**src/rtl/pipe_ctrl_pkg.sv**
```systemverilog
`default_nettype none
// +-----------------------------------------------------------------------+
// | pipe_ctrl_pkg: shared types/constants for the pipeline hazard control |
// | Rev 1.0                                                               |
// +-----------------------------------------------------------------------+
package pipe_ctrl_pkg;

  localparam int REG_IDX_W              = 5;
  localparam int DEFAULT_TIMEOUT_CYCLES = 255;

  typedef enum logic [1:0] {
    ST_RUN  = 2'd0,
    ST_WAIT = 2'd1,
    ST_ERR  = 2'd2
  } state_e;

endpackage
`default_nettype wire

```
**src/rtl/load_use_detect.sv**
```systemverilog
`default_nettype none
// +-----------------------------------------------------------------------+
// | load_use_detect: flags an ID source that depends on a load in EXE     |
// | Rev 1.0                                                               |
// +-----------------------------------------------------------------------+
module load_use_detect
  import pipe_ctrl_pkg::*;
(
  input  logic [3:0]           MemRead_EXE,
  input  logic [REG_IDX_W-1:0] rd_EXE,
  input  logic [REG_IDX_W-1:0] rs1_ID,
  input  logic [REG_IDX_W-1:0] rs2_ID,
  input  logic                 use_rs1_ID,
  input  logic                 use_rs2_ID,
  output logic                 load_use
);

  logic hit_rs1;
  logic hit_rs2;

  assign hit_rs1  = use_rs1_ID && (rs1_ID == rd_EXE);
  assign hit_rs2  = use_rs2_ID && (rs2_ID == rd_EXE);
  // x0 is hardwired zero, so a load into it never creates a dependency
  assign load_use = (|MemRead_EXE) && (rd_EXE != '0) && (hit_rs1 || hit_rs2);

endmodule
`default_nettype wire

```
**src/rtl/pipeline_hazard_ctrl.sv**
```systemverilog
`default_nettype none
// +-----------------------------------------------------------------------+
// | pipeline_hazard_ctrl: stall/flush sequencer for the 5-stage pipeline  |
// | Option: MEM_TIMEOUT_EN adds the wait counter, ERR state and mem_err.  |
// | Rev 1.0                                                               |
// +-----------------------------------------------------------------------+
module pipeline_hazard_ctrl
  import pipe_ctrl_pkg::*;
#(
  parameter int TIMEOUT_CYCLES = DEFAULT_TIMEOUT_CYCLES,
  parameter int CNT_W          = 8
) (
  input  logic                 clk,
  input  logic                 reset_n,
  input  logic [3:0]           MemRead_EXE,
  input  logic [REG_IDX_W-1:0] rd_EXE,
  input  logic [REG_IDX_W-1:0] rs1_ID,
  input  logic [REG_IDX_W-1:0] rs2_ID,
  input  logic                 use_rs1_ID,
  input  logic                 use_rs2_ID,
  input  logic                 branch_taken_EXE,
  input  logic [3:0]           MemRead_MEM,
  input  logic [3:0]           MemWrite_MEM,
  input  logic                 dmem_ack,
  output logic                 dmem_req,
  output logic                 PC_Write,
  output logic                 IF_ID_REG_Write,
  output logic                 ID_EXE_REG_Write,
  output logic                 EXE_MEM_REG_Write,
  output logic                 MEM_WB_REG_Write,
  output logic                 IF_ID_flush,
  output logic                 ID_EXE_flush,
  output logic                 EXE_MEM_flush,
  output logic                 MEM_WB_flush,
  output logic                 mem_err
);

  if ((2 ** CNT_W) <= TIMEOUT_CYCLES) begin : g_cnt_w_check
    $error("CNT_W too narrow for TIMEOUT_CYCLES");
  end

  state_e     state_q;
  state_e     state_d;
  logic       load_use;
  logic       mem_acc;
  logic       mem_stall;
  logic       timeout;
  logic [4:0] we;
  logic [3:0] fl;

  load_use_detect u_load_use_detect (
    .MemRead_EXE (MemRead_EXE),
    .rd_EXE      (rd_EXE),
    .rs1_ID      (rs1_ID),
    .rs2_ID      (rs2_ID),
    .use_rs1_ID  (use_rs1_ID),
    .use_rs2_ID  (use_rs2_ID),
    .load_use    (load_use)
  );

  assign mem_acc   = (|MemRead_MEM) || (|MemWrite_MEM);
  assign dmem_req  = reset_n && mem_acc && ((state_q == ST_RUN) || (state_q == ST_WAIT));
  assign mem_stall = dmem_req && !dmem_ack;

`ifdef MEM_TIMEOUT_EN
  localparam logic [CNT_W-1:0] CNT_LAST = CNT_W'(TIMEOUT_CYCLES - 1);

  logic [CNT_W-1:0] cnt_q;
  logic [CNT_W-1:0] cnt_d;

  // Counter holds zero outside WAIT, so entry into WAIT always starts from 0
  always_comb begin
    cnt_d = '0;
    if (state_q == ST_WAIT) begin
      cnt_d = cnt_q;
      if (mem_stall && (cnt_q != '1)) begin
        cnt_d = cnt_q + 1'b1;
      end
    end
  end

  always_ff @(posedge clk) begin
    if (!reset_n) begin
      cnt_q <= '0;
    end else begin
      cnt_q <= cnt_d;
    end
  end

  assign timeout = (state_q == ST_WAIT) && mem_stall && (cnt_q >= CNT_LAST);
  assign mem_err = reset_n && (state_q == ST_ERR);
`else
  assign timeout = 1'b0;
  assign mem_err = 1'b0;
`endif

  always_comb begin
    state_d = state_q;
    case (state_q)
      ST_RUN:  if (mem_stall) state_d = ST_WAIT;
      ST_WAIT: begin
        if (dmem_req && dmem_ack) begin
          state_d = ST_RUN;
        end else if (timeout) begin
          state_d = ST_ERR;
        end
      end
      ST_ERR:  state_d = ST_ERR;
      default: state_d = ST_RUN;
    endcase
  end

  always_ff @(posedge clk) begin
    if (!reset_n) begin
      state_q <= ST_RUN;
    end else begin
      state_q <= state_d;
    end
  end

  // Priority: reset/ERR freeze, memory stall, branch redirect, load-use bubble
  always_comb begin
    we = 5'b11111;
    fl = 4'b0000;
    if (!reset_n || (state_q == ST_ERR)) begin
      we = 5'b00000;
      fl = 4'b1111;
    end else if (mem_stall) begin
      we = 5'b00000;
      fl = 4'b0001;
    end else if (branch_taken_EXE) begin
      fl = 4'b1100;
    end else if (load_use) begin
      we = 5'b00111;
      fl = 4'b0100;
    end
  end

  assign {PC_Write, IF_ID_REG_Write, ID_EXE_REG_Write, EXE_MEM_REG_Write, MEM_WB_REG_Write} = we;
  assign {IF_ID_flush, ID_EXE_flush, EXE_MEM_flush, MEM_WB_flush} = fl;

endmodule
`default_nettype wire

```
**config.mk**
```make
export PLATFORM = sky130hd
export DESIGN_NAME = pipeline_hazard_ctrl
export DESIGN_NICKNAME = d
export VERILOG_FILES = /design/src/rtl/pipe_ctrl_pkg.sv /design/src/rtl/load_use_detect.sv /design/src/rtl/pipeline_hazard_ctrl.sv
export SDC_FILE = /design/constraint.sdc
export NUM_CORES = 1
export LEC_CHECK = 0
export CAP_MARGIN = 10
export CORE_ASPECT_RATIO = 1.1
export CORE_MARGIN = 1.5
export CORE_UTILIZATION = 21
export DETAILED_ROUTE_END_ITERATION = 8
export PLACE_DENSITY_LB_ADDON = 0.25
export SETUP_SLACK_MARGIN = 0.15
export SYNTH_ARGS = -nofsm -noshare
export SYNTH_HDL_FRONTEND = slang
export SYNTH_SLANG_ARGS = --single-unit
export TNS_END_PERCENT = 30
```
**constraint.sdc**
```tcl
create_clock -name clk -period 1.8 [get_ports clk]
set_clock_uncertainty 0.2 [all_clocks]
set_input_delay 0.36 -clock clk [delete_from_list [all_inputs] [get_ports clk]]
set_output_delay 0.36 -clock clk [all_outputs]
set_load 0.005 [all_outputs]
```
# [Yosys cells after proc, flatten, opt, wreduce, memory -nomap -nowiden]
# Index checks and enable logic that the tools add are counted.
[totals] register_bits=2 in_bits=33 out_inout_bits=11 word_cells=38
[classes] eq_ne=6 muxes=11 reduce_logical=20
[ops] cell="5-bit 2-to-1 mux" n=4
[ops] cell="4-bit 2-to-1 mux" n=3
[ops] cell="4-bit OR reduction" n=3
[ops] cell="5-bit equality test" n=2
[ops] cell="1-bit logical AND" n=8
[ops] cell="2-bit case mux with 3 select lines" n=1
[ops] cell="5-bit nonzero test" n=1
[ops] cell="1-bit logical OR" n=4
[ops] cell="2-bit 2-to-1 mux" n=2
[ops] cell="3-bit 2-to-1 mux" n=1
[ops] cell="2-bit by 1-bit equality test with 1-bit output, second input constant" n=1
[ops] cell="2-bit equality test, second input constant" n=1
[ops] cell="1-bit logical NOT" n=2
[ops] cell="2-bit logical NOT" n=1
[ops] cell="2-bit by 1-bit inequality test with 1-bit output, second input constant" n=1
[ops] cell="2-bit inequality test, second input constant" n=1
[ops] cell="2-bit AND reduction" n=1

# [Longest topological paths before layout]
# Gate-level depths: netlist (run 1).
[depth] ltp_word=8 ltp_mapped=5 mapped_depth_nobuf=4

# [By module]
# From an unflattened synthesis (run 1), not the netlist that was laid out.
[hier_totals] cells_unflattened=44 hier_area_um2=342.8
[modules_own_cells] module="pipeline_hazard_ctrl" instances=1 cells_each=26 area_each_um2=201.4 seq_area_each_um2=40.0
[modules_own_cells] module="load_use_detect" instances=1 cells_each=18 area_each_um2=141.4 seq_area_each_um2=0.0

# [Worst setup path after synthesis (run 1)]
# No wires, ideal clock.
[synth_path] path_kind="in2out" start="input port rd_EXE[1]" end="output port PC_Write" arrival_time_ns=1.367 t_required_ns=1.240 setup_slack_ns=-0.127 path_stages=5 n_path_buf=1 path_cell_list="or4_1 o21ai_2 or2_1 o21ba_1 buf_4"
[synth_between] elab_chain_cells=8 elab_cells_between_ends=12 cone_classes="eq/ne: 2; mux: 4; reduce/logical: 6"
[synth_lines] item="start: declaration" line_no="pipeline_hazard_ctrl.sv:16" rtl="input logic [REG_IDX_W-1:0] rd_EXE,"
[synth_lines] item="5-bit equality test, on equally long branches" line_no="load_use_detect.sv:21, load_use_detect.sv:22"
[synth_lines] item="1-bit logical AND, on equally long branches" line_no="load_use_detect.sv:21, load_use_detect.sv:22"
[synth_lines] item="1-bit logical OR" line_no="load_use_detect.sv:24" rtl="assign load_use = (|MemRead_EXE) && (rd_EXE != '0) && (hit_rs1 || hit_rs2);"
[synth_lines] item="1-bit logical AND (*)" line_no="load_use_detect.sv:24"
[synth_lines] item="5-bit 2-to-1 mux (*)" line_no="pipeline_hazard_ctrl.sv:133" rtl="end else if (load_use) begin"
[synth_lines] item="5-bit 2-to-1 mux (*)" line_no="pipeline_hazard_ctrl.sv:131" rtl="end else if (branch_taken_EXE) begin"
[synth_lines] item="5-bit 2-to-1 mux (*)" line_no="pipeline_hazard_ctrl.sv:128" rtl="end else if (mem_stall) begin"
[synth_lines] item="5-bit 2-to-1 mux (*)" line_no="pipeline_hazard_ctrl.sv:125" rtl="if (!reset_n || (state_q == ST_ERR)) begin"
[synth_lines] item="end: declaration" line_no="pipeline_hazard_ctrl.sv:26" rtl="output logic PC_Write,"
# Mark *: on every way between the ends. The rest lies on a longest branch, timed or not.

# [Worst setup path after layout (run 1)]
[layout_path] start="input port rd_EXE[1]" end="output port ID_EXE_flush"
[layout_between] elab_chain_cells=8 elab_cells_between_ends=12 cone_classes="eq/ne: 2; mux: 4; reduce/logical: 6"
[layout_lines] item="5-bit equality test, on equally long branches" line_no="load_use_detect.sv:21, load_use_detect.sv:22"
[layout_lines] item="1-bit logical AND, on equally long branches" line_no="load_use_detect.sv:21, load_use_detect.sv:22"
[layout_lines] item="1-bit logical OR" line_no="load_use_detect.sv:24"
[layout_lines] item="1-bit logical AND (*)" line_no="load_use_detect.sv:24"
[layout_lines] item="3-bit 2-to-1 mux (*)" line_no="pipeline_hazard_ctrl.sv:133"
[layout_lines] item="4-bit 2-to-1 mux (*)" line_no="pipeline_hazard_ctrl.sv:131"
[layout_lines] item="4-bit 2-to-1 mux (*)" line_no="pipeline_hazard_ctrl.sv:128"
[layout_lines] item="4-bit 2-to-1 mux (*)" line_no="pipeline_hazard_ctrl.sv:125"
[layout_lines] item="end: declaration" line_no="pipeline_hazard_ctrl.sv:32" rtl="output logic ID_EXE_flush,"
# Marked as above.

==> run metrics, run 1 <==
layout net count 132; Synth Net Count between 70 and 80; Max Freq 486 MHz; layout cells sized above 1 a little over half; Top FF cell, synth dfxtp_1; clock latency on the worst-skew pair approximately 0.22 ns; cell count after synthesis 44; synthesized area per cell between 7 and 8 um2; number of global-route vias before repair between 400 and 500; routing usage on met1 13.9%; static leakage between 0.4 and 0.5 nW; CP Capture Type output port; CTS clk-pin slew, worst paths ~0.030 ns; top-level port count between 40 and 50; crit path DAT 1.50 ns; top cell type's share of synthesized area a little over a fifth; register area share after synthesis 12.2%; Initial Util between 20% and 30%; top cells by area, synth xor2_1, dfxtp_1, buf_4; DRC errors left 0; Seq cells post-synth 2; largest area contributor in the netlist xor2_1; PortBufs 42; drt pass-1 iters 4; Routed WL per cell 11.8 um; most used routing layer met2; antenna fix cells 0; Synth Area in Simple Gates between 20 and 30%; failing checks setup timing; RSZ-0062 raised after global routing true; Die Area approximately 1800 um2; VDD IR-drop max roughly 0.29 mV; final setup fails 9; CTS tree done; status finished, violations left; CTS Hold Bufs 0; Commonest cells post-synth xor2_1, buf_4, nor4_1; routing usage on met2 between 20% and 30%; Top reg by flops state_q; total power draw around 0.00030 W; M3 GR Usage 0%; Crit Path Class in -> out; first-pass GRT wire length between 1500 and 2000 um; MaxCap Viol Count 0; Placed Area 807 um2; number of cell rows 14; Core Box Area ~1400 um2; main combinational cell family by area after synthesis simple AND/OR/NAND/NOR gates; DIE WIDTH just over 40 um; total CTS buffers 3; initial antenna violation count 0; Hold WC Path Type reg -> reg; Die H ~45 um; CP required approximately 1.2 ns; all-layer global routing usage between 10% and 20%; Max clock buf depth 2; GR Overflow Total 0; clock sink count 2; Fin. Hold Viols 0; most frequent cell after synthesis xor2_1; mux cell area share after synthesis 0%; Syn. warnings 0; hpwl dp approximately 1100 um; largest net degree at the start of global routing 4; Worst Path Max Fanout 2; vias post-DR between 500 and 600; Finished Core Util just over 60%; synthesized area ~330 um2; Total Wirelength roughly 1300 um; H-tree Lvls 1; via density per instance about 4.6; number of synthesized flops with an enable pin 0; Setup Total Neg Slack -1.62 ns; Root Buffer clkbuf_4; Final period util 114%; routability congestion estimate 0.773; Area Overhead vs Synth 162%; Synth Area in XOR/XNOR a little over a quarter; Critical Path Source Type input port; pwr/cell area approximately 350 nW/um2; Post-DRT Antenna Nets 0; final number of max-transition violations 0; 1st-iter DRT viols 1; Final min period slightly above 2 ns; biggest regs state_q (2); Largest register FFs 2; post-synthesis compound-gate area fraction roughly 18%; Post-Synth Adder-Cell Area 0%; setup slack, reg-to-reg about 0.7 ns; Layout fillers between 100 and 150; Final Instance Area ~860 um2; setup ws final -0.256 ns; post-synthesis cell type count 24; Synth async-reset ratio 0%
-- worst max-delay path, cell delays in order --
cell and delay, ns:
buf_6 0.10, or4_4 0.52, o21ai_2 0.14, buf_4 0.12
buf_6 0.08, o31ai_2 0.04, buf_2 0.14
-- cells in the final DEF, fill, tap and decap left out, types with 3 or more instances in the layout --
cell type / instances
xor2_1: 8
clkbuf_4: 3
buf_6: 8
clkbuf_2: 9
nor4_2: 4
dlygate4sd2_1: 5
clkdlybuf4s15_1: 10
buf_2: 7
clkdlybuf4s50_1: 3
buf_4: 9
-- final cells by class --
type	instances	area, um2	share of cell area, %
clock buffer	3	22.5	2.62
inverter	3	11.3	1.31
multi-input combinational	35	319	37.1
sequential	2	40.0	4.65
tap	16	20.0	2.33
timing repair buffer	54	448	52.0
-- power breakdown --
| part | leakage [nW] | internal, W | switching, W | total [W] |
|---|---|---|---|---|
| logic | 0.386 | 0.000100 | 0.0000588 | 0.000159 |
| registers | 0.0164 | 0.0000460 | 0.000000772 | 0.0000467 |
| clock network | 0.0138 | 0.0000734 | 0.0000238 | 0.0000971 |
-- path summary, 6_finish.rpt --
| kind | start | endpoint | cells past startpoint |
|---|---|---|---|
| max | rd_EXE[1] | ID_EXE_flush | 7 |
| min | state_q[0] | state_q[1] | 2 |
| max reg2reg | state_q[1] | state_q[0] | 4 |
| min reg2reg | state_q[0] | state_q[1] | 2 |
-- metal layers --
| layer | part of all wire [%] | vias to the layer above |
|---|---|---|
| li1 | - | 260 |
| met1 | 35 | 239 |
| met2 | 60 | 16 |
| met3 | 5.0 | 0 |
| met4 | 0 | 0 |
| met5 | 0 | - |
-- cell families after synthesis --
kind of cell           after synthesis
AO/OA/AOI/OAI                        8
XOR/XNOR                            10
AND/OR/NAND/NOR                     16
other                                1
flip-flops                           2
buffers and inverters                7
-- what timing repair did --
| item | CTS | global route |
|---|---|---|
| hold endpoints to repair | 0 | 0 |
| setup endpoints to repair | 11 | 10 |
| setup buffers | 3 | 0 |
| gates resized for setup | 102 | 27 |
| cloned | 0 | 0 |
| pin swaps | 17 | 18 |
-- through the flow --
step | worst slack (ns) | std cells | hold WS (ns)
floorplan | -0.127 | 44 | 0.212
global placement | -1.04 | 107 | 0.299
global route | -0.286 | 113 | 0.361
finish | -0.256 | 113 | 0.335
CTS | -0.314 | 113 | 0.341
detailed placement | -1.04 | 107 | 0.305
No activity file was read; power rests on OpenSTA's default activity.
==> inputs of run 2 (changes only) <==
--- a/config.mk
+++ b/config.mk
@@ -6,7 +6,6 @@
 export NUM_CORES = 1
 export LEC_CHECK = 0
 export CAP_MARGIN = 10
-export CORE_ASPECT_RATIO = 1.1
 export CORE_MARGIN = 1.5
 export CORE_UTILIZATION = 21
 export DETAILED_ROUTE_END_ITERATION = 8
==> run 2 against run 1 <==
  * The run still ends with setup timing left
  * Sequential share of layout area rose by 0.062 points
  * Register-to-register slack improved by 0.14 ns
  * Total power fell by 1.6%
  * Wire length fell by 9.6%
  * Combinational power fell by 3%
  * Non-clock buffer count rose by 1
  * Worst setup slack got worse by 0.018 ns
  * Fmax fell by 0.88%
  * Final area fell by 1.3%
  * Clock power barely moved
  * Clock-buffer cell count did not move
  * Critical path depth fell by 1
  * Critical path type unchanged
  * Largest cell class unchanged
==> run metrics, run 2 (synthesis results as in run 1) <==
Final min period 2.07 ns; Die H approximately 43 um; R2R cell count 3; Setup Total Neg Slack -1.20 ns; Root Buffer clkbuf_4; top-level port count 44; CTS tree done; GR Overflow Total 0; Hold WC Path Type reg -> reg; initial antenna violation count 0; Top reg by flops state_q; status finished, violations left; Max Freq about 480 MHz; setup slack at placement -1.04 ns; Fin. Hold Viols 0; layout net count between 100 and 150; pwr/cell area 351 nW/um2; PortBufs 42; failing checks setup timing; multi-input logic area between 300 and 400 um2; setup slack, reg-to-reg 0.86 ns; hpwl dp 1040 um; Critical Path Source Type input port; layout cells sized above 1 approximately three fifths; VDD IR-drop max between 0.2 and 0.3 mV; most common cell after layout, fill and taps aside buf_2; DRC errors left 0; RSZ-0062 raised after global routing true; hold path depth 2; final setup fails 9; Largest register FFs 2; MaxCap Viol Count 0; static leakage ~0.4 nW; H-tree Lvls 1; all-layer global routing usage between 10% and 20%; antenna fix cells 0; Layout fillers approximately 150; Die Area 1810 um2; CP Capture Type output port; Total Wirelength approximately 1200 um; Crit Path Class in -> out; Initial Util between 20% and 30%; Max clock buf depth 2; setup ws final -0.275 ns; via density per instance 4.32; drt pass-1 iters 2; Worst Path Max Fanout 2; crit path DAT ~1.5 ns; vias post-DR roughly 490; number of global-route vias before repair 501; total CTS buffers 3; largest net degree at the start of global routing 4; CP required ~1.2 ns; final number of max-transition violations 0; Routed WL per cell 10.5 um; Core Box Area between 1000 and 1500 um2; Post-DRT Antenna Nets 0; 1st-iter DRT viols 2; commonest cells after routing, fill and taps aside buf_2, buf_4, xor2_1, clkdlybuf4s15_1, buf_6; biggest regs state_q (2); CTS clk-pin slew, worst paths about 0.03 ns; clock latency on the worst-skew pair between 0.2 and 0.25 ns; Seq. cell area roughly 40 um2; clock sink count 2; Area Overhead vs Synth 158%; Final period util 115%; routability congestion estimate between 0.7 and 0.8; first-pass GRT wire length between 2000 and 2500 um; DIE WIDTH 42.6 um; number of cell rows 14
[run 2: changes by cell type in the layout (fill, tap and decap cells not counted), sizes merged]
| cell | delta |
|---|---|
| clkdlybuf4s15 | -3 |
| dlymetal6s2s | -2 |
| buf | +12 |
| clkbuf | -6 |
[run 2: final timing paths]
| check | from | to |
|---|---|---|
| setup / recovery | MemRead_EXE[3] | PC_Write |
| hold / removal | state_q[0] | state_q[1] |
| setup reg to reg | state_q[1] | state_q[0] |
| hold reg to reg | state_q[0] | state_q[1] |
[run 2: final cells by class]
class / count / share of cell area, %
timing repair buffer: 55 / 50.1
multi-input combinational: 35 / 38.9
sequential: 2 / 4.71
clock buffer: 3 / 2.65
tap: 16 / 2.36
inverter: 3 / 1.33
[run 2: metrics by stage]
step	total power, W	instance area, um2	instances	util [%]	hold slack (ns)
6_report	0.000298	850	114	57.1	0.318
5_1_grt	0.000322	850	114	57.1	0.342
4_1_cts	0.000290	790	113	53.0	0.324
3_5_place_dp	0.000210	822	109	55.2	0.305
3_3_place_gp	0.000208	822	109	55.2	0.291
2_1_floorplan	0.0000930	329	44	-	0.212
[run 2: repair_timing]
action,in CTS,in global routing
buffers inserted,1,1
hold buffers,0,0
resized for setup,126,15
pin swaps,21,7
setup endpoints to repair,11,10
endpoints found under the hold margin,0,0
[run 2: per-layer routing]
metal / global-route usage [%] / vias up / wire length, um
met3: 4.31 / 0 / 63
met1: 19.8 / 221 / 501
li1: - / 259 / -
met5: 0 / - / 0
met2: 25.5 / 13 / 637
met4: 3.75 / 0 / 0
[run 2: report_power, final]
part | switching [W] | total, W | internal (W) | leakage (nW)
Clock | 0.0000237 | 0.0000971 | 0.0000734 | 0.0138
Combinational | 0.0000583 | 0.000154 | 0.0000961 | 0.367
Sequential | 0.000000583 | 0.0000465 | 0.0000459 | 0.0164
Total | 0.0000825 | 0.000298 | 0.000215 | 0.398
[run 2: critical path, cell delays in order]
cell and delay [ns]:
dlygate4sd2_1 0.23, or4_4 0.48, o21ai_2 0.08, or2_1 0.13, o21ba_4 0.16, buf_6 0.09
